--- config.mk ---
export PLATFORM = sky130hd
export DESIGN_NAME = alu_issue_stage_flat
export DESIGN_NICKNAME = d
export VERILOG_FILES = /design/src/rtl/alu_issue_stage_if.sv /design/src/rtl/alu_issue_stage.sv /design/src/flat_wrapper.sv
export SDC_FILE = /design/constraint.sdc
export NUM_CORES = 1
export LEC_CHECK = 0
export ABC_AREA = 1
export BUFFER_PORTS_ARGS = -buffer_cell sky130_fd_sc_hd__buf_2
export CAP_MARGIN = 0
export CORE_UTILIZATION = 50
export CTS_CLUSTER_SIZE = 25
export DETAILED_ROUTE_END_ITERATION = 16
export PLACE_DENSITY = 0.76
export SYNTH_ARGS = -nofsm -noshare
export SYNTH_HDL_FRONTEND = slang
export SYNTH_SLANG_ARGS = --single-unit
--- constraint.sdc ---
create_clock -name clk_i -period 3.25 [get_ports clk_i]
set_input_delay 0.65 -clock clk_i [delete_from_list [all_inputs] [get_ports clk_i]]
set_output_delay 0.65 -clock clk_i [all_outputs]
set_load 0.02 [all_outputs]
--- src/rtl/alu_issue_stage_if.sv ---
// Handshake bundle between decode, the ALU issue stage and execute.
// The slave side is the issue stage; the master side is its environment.
interface alu_issue_stage_if #(
   parameter int XLEN   = 32,
   parameter int RFADDR = 5
);
   logic [31:0]       Instr_i;
   logic [XLEN-1:0]   PC_i;
   logic [XLEN-1:0]   RD1_i;
   logic [XLEN-1:0]   RD2_i;
   logic              valid_i;
   logic              ready_o;
   logic              flush_i;
   logic [XLEN-1:0]   ALUop1_o;
   logic [XLEN-1:0]   ALUop2_o;
   logic [3:0]        ALUctrl_o;
   logic [RFADDR-1:0] RdAddr_o;
   logic              Illegal_o;
   logic              valid_o;
   logic              ready_i;

   modport slave (
      input  Instr_i, PC_i, RD1_i, RD2_i,
      input  valid_i, flush_i, ready_i,
      output ready_o, valid_o,
      output ALUop1_o, ALUop2_o, ALUctrl_o,
      output RdAddr_o, Illegal_o
   );

   modport master (
      output Instr_i, PC_i, RD1_i, RD2_i,
      output valid_i, flush_i, ready_i,
      input  ready_o, valid_o,
      input  ALUop1_o, ALUop2_o, ALUctrl_o,
      input  RdAddr_o, Illegal_o
   );
endinterface

--- src/rtl/alu_issue_stage.sv ---
// RV32I issue stage: decodes ALU operands/control and holds them in an
// output slot plus one skid entry so ready_o can be a plain register.
module alu_issue_stage #(
   parameter int XLEN   = 32,
   parameter int RFADDR = 5
) (
   input logic            clk_i,
   input logic            rst_ni,
   alu_issue_stage_if.slave io
);

   typedef struct packed {
      logic [XLEN-1:0]   op1;
      logic [XLEN-1:0]   op2;
      logic [3:0]        ctrl;
      logic [RFADDR-1:0] rd;
      logic              ill;
   } slot_t;

   localparam logic [6:0] OP_R     = 7'b0110011;
   localparam logic [6:0] OP_I     = 7'b0010011;
   localparam logic [6:0] OP_LUI   = 7'b0110111;
   localparam logic [6:0] OP_AUIPC = 7'b0010111;

   logic [6:0] opc;
   logic [2:0] f3;
   logic [6:0] f7;
   logic       f7_zero;
   logic       f7_alt;
   logic       is_shift;
   logic       legal;
   slot_t      dec;

   assign opc      = io.Instr_i[6:0];
   assign f3       = io.Instr_i[14:12];
   assign f7       = io.Instr_i[31:25];
   assign f7_zero  = (f7 == 7'b0000000);
   assign f7_alt   = (f7 == 7'b0100000);
   assign is_shift = (f3 == 3'b001) || (f3 == 3'b101);

   logic unused;
   assign unused = ^io.Instr_i[19:15];

   function automatic logic [3:0] alu_fn(
      input logic [2:0] fn3,
      input logic       alt
   );
      logic [3:0] c;
      c = 4'b0000;
      case (fn3)
         3'b000: c = alt ? 4'b0001 : 4'b0000;
         3'b001: c = 4'b0010;
         3'b010: c = 4'b0100;
         3'b011: c = 4'b0110;
         3'b100: c = 4'b1000;
         3'b101: c = alt ? 4'b1011 : 4'b1010;
         3'b110: c = 4'b1100;
         3'b111: c = 4'b1110;
         default: c = 4'b0000;
      endcase
      return c;
   endfunction

   always_comb begin
      dec   = '0;
      legal = 1'b0;
      unique case (1'b1)
         (opc == OP_R): begin
            legal = f7_zero ||
                    (f7_alt && (f3 == 3'b000 || f3 == 3'b101));
            dec.op1  = io.RD1_i;
            dec.op2  = is_shift ?
                       {{(XLEN-5){1'b0}}, io.RD2_i[4:0]} :
                       io.RD2_i;
            dec.ctrl = alu_fn(f3, f7_alt);
         end
         (opc == OP_I): begin
            if (f3 == 3'b001)
               legal = f7_zero;
            else if (f3 == 3'b101)
               legal = f7_zero || f7_alt;
            else
               legal = 1'b1;
            dec.op1  = io.RD1_i;
            dec.op2  = is_shift ?
                       {{(XLEN-5){1'b0}}, io.Instr_i[24:20]} :
                       {{(XLEN-12){io.Instr_i[31]}},
                        io.Instr_i[31:20]};
            dec.ctrl = alu_fn(f3, f7_alt && (f3 == 3'b101));
         end
         (opc == OP_LUI): begin
            legal   = 1'b1;
            dec.op2 = {io.Instr_i[31:12], 12'b0};
         end
         (opc == OP_AUIPC): begin
            legal   = 1'b1;
            dec.op1 = io.PC_i;
            dec.op2 = {io.Instr_i[31:12], 12'b0};
         end
         default: legal = 1'b0;
      endcase
      // Illegal bundles still flow but carry no operands or writeback
      if (legal) begin
         dec.rd = io.Instr_i[11:7];
      end else begin
         dec     = '0;
         dec.ill = 1'b1;
      end
   end

   slot_t m_q, s_q, m_n;
   logic  m_v, s_v, rdy_q;
   logic  m_v_n, s_v_n, ld_m, ld_s;
   logic  acc, hs;

   assign acc = io.valid_i && rdy_q && !io.flush_i;
   assign hs  = m_v && io.ready_i;

   always_comb begin
      m_v_n = m_v;
      s_v_n = s_v;
      ld_m  = 1'b0;
      ld_s  = 1'b0;
      m_n   = dec;
      if (!m_v) begin
         m_v_n = acc;
         ld_m  = acc;
      end else if (hs) begin
         if (s_v) begin
            ld_m  = 1'b1;
            m_n   = s_q;
            s_v_n = acc;
            ld_s  = acc;
         end else begin
            ld_m  = acc;
            m_v_n = acc;
         end
      end else if (acc) begin
         ld_s  = 1'b1;
         s_v_n = 1'b1;
      end
   end

   always_ff @(posedge clk_i or negedge rst_ni) begin
      if (!rst_ni) begin
         m_q   <= '0;
         s_q   <= '0;
         m_v   <= 1'b0;
         s_v   <= 1'b0;
         rdy_q <= 1'b1;
      end else if (io.flush_i) begin
         m_v   <= 1'b0;
         s_v   <= 1'b0;
         rdy_q <= 1'b1;
      end else begin
         m_v   <= m_v_n;
         s_v   <= s_v_n;
         rdy_q <= !s_v_n;
         if (ld_m) m_q <= m_n;
         if (ld_s) s_q <= dec;
      end
   end

   assign io.ready_o   = rdy_q;
   assign io.valid_o   = m_v;
   assign io.ALUop1_o  = m_q.op1;
   assign io.ALUop2_o  = m_q.op2;
   assign io.ALUctrl_o = m_q.ctrl;
   assign io.RdAddr_o  = m_q.rd;
   assign io.Illegal_o = m_q.ill;

endmodule

--- src/flat_wrapper.sv ---
// flat-port wrapper written by rule: the top's interface ports become plain ports
module alu_issue_stage_flat 
#(
   parameter int XLEN   = 32,
   parameter int RFADDR = 5
)
  (clk_i, rst_ni, io_Instr_i, io_PC_i, io_RD1_i, io_RD2_i, io_valid_i, io_flush_i, io_ready_i, io_ready_o, io_valid_o, io_ALUop1_o, io_ALUop2_o, io_ALUctrl_o, io_RdAddr_o, io_Illegal_o);
  alu_issue_stage_if #(.XLEN(XLEN), .RFADDR(RFADDR)) io_i ();
  input logic clk_i;
  input logic rst_ni;
  input wire logic [$bits(io_i.Instr_i)-1:0] io_Instr_i;
  input wire logic [$bits(io_i.PC_i)-1:0] io_PC_i;
  input wire logic [$bits(io_i.RD1_i)-1:0] io_RD1_i;
  input wire logic [$bits(io_i.RD2_i)-1:0] io_RD2_i;
  input wire logic [$bits(io_i.valid_i)-1:0] io_valid_i;
  input wire logic [$bits(io_i.flush_i)-1:0] io_flush_i;
  input wire logic [$bits(io_i.ready_i)-1:0] io_ready_i;
  output wire logic [$bits(io_i.ready_o)-1:0] io_ready_o;
  output wire logic [$bits(io_i.valid_o)-1:0] io_valid_o;
  output wire logic [$bits(io_i.ALUop1_o)-1:0] io_ALUop1_o;
  output wire logic [$bits(io_i.ALUop2_o)-1:0] io_ALUop2_o;
  output wire logic [$bits(io_i.ALUctrl_o)-1:0] io_ALUctrl_o;
  output wire logic [$bits(io_i.RdAddr_o)-1:0] io_RdAddr_o;
  output wire logic [$bits(io_i.Illegal_o)-1:0] io_Illegal_o;
  assign io_i.Instr_i = io_Instr_i;
  assign io_i.PC_i = io_PC_i;
  assign io_i.RD1_i = io_RD1_i;
  assign io_i.RD2_i = io_RD2_i;
  assign io_i.valid_i = io_valid_i;
  assign io_i.flush_i = io_flush_i;
  assign io_i.ready_i = io_ready_i;
  assign io_ready_o = io_i.ready_o;
  assign io_valid_o = io_i.valid_o;
  assign io_ALUop1_o = io_i.ALUop1_o;
  assign io_ALUop2_o = io_i.ALUop2_o;
  assign io_ALUctrl_o = io_i.ALUctrl_o;
  assign io_RdAddr_o = io_i.RdAddr_o;
  assign io_Illegal_o = io_i.Illegal_o;
  alu_issue_stage #(.XLEN(XLEN), .RFADDR(RFADDR)) u_core (.clk_i(clk_i), .rst_ni(rst_ni), .io(io_i));
endmodule
==> metrics.txt <==
# TYPE chip_impl_metric gauge
chip_impl_metric{name="report.final.setup_viol",unit=""} 0
chip_impl_metric{name="die_height",unit="µm"} 127
chip_impl_metric{name="r2r_cells",unit=""} 9
chip_impl_metric{name="rrSetupSlack",unit="ps"} 1220
chip_impl_metric{name="synth_register_bits",unit=""} 151
chip_impl_metric{name="synth_nets",unit=""} 1280
chip_impl_metric{name="area_growth",unit="%"} 22.4
chip_impl_metric{name="yosys.area_share.xor_xnor",unit="%"} 0
chip_impl_metric{name="hold_buffer_count_at_cts",unit=""} 0
chip_impl_metric{name="synth_adder_area_share",unit="%"} 0
chip_impl_info{name="clockRootBuffer",value="clkbuf_16"} 1
chip_impl_metric{name="finalInstanceArea",unit="µm²"} 9550
chip_impl_metric{name="slew_headroom",unit="%"} 50.0
chip_impl_metric{name="tightest_pin_transition",unit="ps"} 750
chip_impl_info{name="min_path_type",value="input port to async pin"} 1
chip_impl_info{name="tritoncts",value="built"} 1
chip_impl_metric{name="unique_masters_post_synth",unit=""} 24
chip_impl_metric{name="irDropWorstVdd",unit="µV"} 371
chip_impl_metric{name="slew_violations",unit=""} 0
chip_impl_metric{name="die_footprint",unit="µm²"} 16100
chip_impl_metric{name="drt-initial-drc-count",unit=""} 628
chip_impl_metric{name="vias_in_the_first_global_route",unit=""} 6901
chip_impl_metric{name="grt_first_pass_wirelength",unit="µm"} 33800
chip_impl_metric{name="h_tree_depth",unit=""} 4
chip_impl_metric{name="placementRows",unit=""} 45
chip_impl_metric{name="fp.coreArea",unit="µm²"} 15200
chip_impl_metric{name="diodes",unit=""} 0
chip_impl_metric{name="routed_wl",unit="µm"} 20600
chip_impl_metric{name="final_layout_worst_hold_slack",unit="ps"} 227
chip_impl_info{name="outcome",value="complete, no violations"} 1
chip_impl_metric{name="synth_simple_gate_area_share",unit="%"} 41.3
chip_impl_info{name="grt_setup_unrepaired",value="no"} 1
chip_impl_metric{name="timing.max_cap.violations",unit=""} 0
chip_impl_metric{name="cp_data_required_time",unit="ps"} 3610
chip_impl_metric{name="post_drt_via_cell_ratio",unit=""} 5.08
chip_impl_info{name="setup.worst_path.end_class",value="flop"} 1
chip_impl_metric{name="final_antenna_net_count",unit=""} 0
chip_impl_metric{name="finalSetupTns",unit="ps"} 0
chip_impl_metric{name="insertion_delay",unit="ps"} 420
chip_impl_metric{name="ys_seq_area_share",unit="%"} 48.4
chip_impl_metric{name="die_w",unit="µm"} 127
chip_impl_info{name="critical_path_type",value="input port to flop"} 1
chip_impl_metric{name="final_period_minus_worst_setup_slack",unit="ps"} 2200
chip_impl_metric{name="clock_sinks",unit=""} 151
chip_impl_metric{name="number_of_standard_cells_after_synthesis",unit=""} 1147
chip_impl_metric{name="net_count_of_the_finished_layout",unit=""} 1452
chip_impl_metric{name="achievable-frequency",unit="GHz"} 0.454
chip_impl_metric{name="cts.path.max_buffers",unit=""} 2
chip_impl_metric{name="ctsResizeCount",unit=""} 0
chip_impl_metric{name="cts_inserted_buffers",unit=""} 17
chip_impl_metric{name="clock-skew-final",unit="ps"} 4.03
chip_impl_metric{name="synth_area_in_compound_gates",unit="%"} 5.45
chip_impl_metric{name="initial_core_util",unit="%"} 51.3
chip_impl_metric{name="postPlaceCellArea",unit="µm²"} 8960
chip_impl_metric{name="cts.repair_timing.setup_buffer_count",unit=""} 0
chip_impl_info{name="r2r-start",value="u_core.io.ready_o$_DFF_PN1_"} 1
chip_impl_metric{name="num_io_pins",unit=""} 209
chip_impl_metric{name="grt_remaining_overflow",unit=""} 0
chip_impl_metric{name="num_vias",unit=""} 7714
chip_impl_metric{name="synth_area_per_cell",unit="µm²"} 6.80
chip_impl_metric{name="post-route-period-util",unit="%"} 67.7
chip_impl_info{name="combinational_family_with_the_most_area_after_synthesis",value="simple AND/OR/NAND/NOR gates"} 1
chip_impl_metric{name="antenna_found_initial",unit=""} 0
chip_impl_metric{name="drc_errors",unit=""} 0
chip_impl_metric{name="routabilityCongestion",unit=""} 0.860
chip_impl_metric{name="power.static_leakage",unit="nW"} 5.97
chip_impl_metric{name="grt_util_all_layers",unit="%"} 26.5
chip_impl_metric{name="post_synthesis_instance_area",unit="µm²"} 7800
chip_impl_info{name="startpoint_class_of_the_critical_path",value="input port"} 1
chip_impl_metric{name="critPathMaxFanout",unit=""} 24
chip_impl_metric{name="yosys_warnings",unit=""} 0
chip_impl_metric{name="fraction_of_final_layout_cells_sized_beyond_drive_strength_1",unit="%"} 20.0
chip_impl_metric{name="critical_path_arrival",unit="ps"} 2560
chip_impl_metric{name="placement.io_buffers",unit=""} 208
chip_impl_metric{name="finalHoldViolations",unit=""} 0
chip_impl_metric{name="detail_route.wl_per_cell",unit="µm"} 13.6
chip_impl_metric{name="grt_max_degree",unit=""} 107
chip_impl_metric{name="post_synth_mux_area_share",unit="%"} 0
chip_impl_metric{name="1st_pass_router_iterations",unit=""} 6
chip_impl_metric{name="power-per-cell-area",unit="nW/µm²"} 459
chip_impl_info{name="timing.rr.end",value="u_core.io.ALUop2_o[11]$_DFFE_PN0P_"} 1
chip_impl_metric{name="half_perimeter_wire_length_after_detailed_placement",unit="µm"} 13600
chip_impl_metric{name="worst_path_clk_slew",unit="ps"} 60
report_power, final:
part           leakage (nW)  total [mW]  internal [mW]  switching [mW]
clock                 0.280        1.96           1.21           0.747
sequential             2.10        1.97           1.93          0.0309
combinational          3.60       0.461          0.155           0.306
state kept, by name, indices dropped and copies added (netlist names):
register             count
u_core.s_q              74
u_core.io.ALUop2_o      32
u_core.io.Illegal_o      1
u_core.io.RdAddr_o       5
u_core.io.ALUop1_o      32
u_core.s_v               1
u_core.io.ready_o        1
u_core.io.valid_o        1
u_core.io.ALUctrl_o      4
critical path, stage by stage:
cell	delay [ps]
buf_2	110
nor2_1	120
nand2_2	140
nor2_4	330
nand2_1	110
nor2_2	170
nor2_2	80
nand2_4	240
buf_4	300
nand2_1	130
nand2_1	80
nand2_1	50
nand2_1	50
synthesized netlist by cell type (all sizes together):
master  instances  share of area (%)
dfstp           1               0.34
o21ai          80                5.1
o211ai          1              0.096
nand3          57                3.7
nor3            3               0.19
a21oi           2               0.13
buf            23                1.7
nand2         594                 29
dfrtp         150                 48
nor3b           1               0.24
inv            17               0.82
clkbuf         48                2.3
nor2          168                8.3
o21bai          1              0.096
nand4           1              0.080
cell families after synthesis:
family | after synthesis
AND/OR/NAND/NOR | 824
flip-flops | 151
AO/OA/AOI/OAI | 84
buffers and inverters | 88
per-stage QoR:
stage | worst slack, ps | total power [mW] | utilization (%) | std cells
4_1_cts | 1080 | 4.41 | 62.8 | 1520
2_1_floorplan | 1440 | 2.23 | - | 1147
3_5_place_dp | 674 | 2.46 | 59.0 | 1488
5_1_grt | 888 | 4.55 | 62.8 | 1520
6_report | 1050 | 4.38 | 62.8 | 1520
3_3_place_gp | 742 | 2.46 | 59.0 | 1488
cell usage in the layout, fill, tap and decap left out, types with 2 or more instances in the layout:
cell and n:
dfrtp_1 150, nand3_1 56, nor3_1 3, bufinv_16 2, a21oi_1 2, inv_2 2
nand2_1 591, o21ai_0 11, nor2_1 163, buf_2 207, nor2_4 2, clkinv_2 2
nor2_2 3, clkbuf_16 17, clkbuf_8 4, inv_1 13, clkinvlp_4 3, inv_4 2
o21ai_1 69, buf_12 5, buf_4 11, nand2_2 2, clkbuf_1 4
how the worst max path moves through the flow:
| stage | endpoint | cells after the start | start |
|---|---|---|---|
| CTS | u_core.io.ALUop2_o[24]$_DFFE_PN0P_ | 13 | io_Instr_i[3] |
| detailed placement | u_core.s_q[9]$_DFFE_PN0P_ | 11 | io_Instr_i[3] |
| floorplan | u_core.io.ALUctrl_o[1]$_DFFE_PN0P_ | 12 | io_Instr_i[3] |
| global route | u_core.io.ALUop2_o[30]$_DFFE_PN0P_ | 13 | io_Instr_i[3] |
| finish | u_core.io.ALUop2_o[24]$_DFFE_PN0P_ | 13 | io_Instr_i[3] |
| global placement | u_core.io.ALUop2_o[27]$_DFFE_PN0P_ | 13 | io_Instr_i[3] |
area by class of cell:
cell class	count	area, µm²
Sequential cell	151	3780
Inverter	17	68.8
Fill cell	1399	5650
Tap cell	188	235
Timing Repair Buffer	224	1230
Clock buffer	25	495
Clock inverter	7	92.6
Multi-Input combinational cell	908	3650
per-layer routing:
metal / track usage (%) / vias to the layer above / wire, µm
li1: - / 3878 / -
met1: 38.6 / 3562 / 9690
met2: 40.0 / 233 / 9440
met3: 4.43 / 41 / 1030
met4: 9.52 / 0 / 452
met5: 0 / - / 0
(Power assumes the default switching activity.)
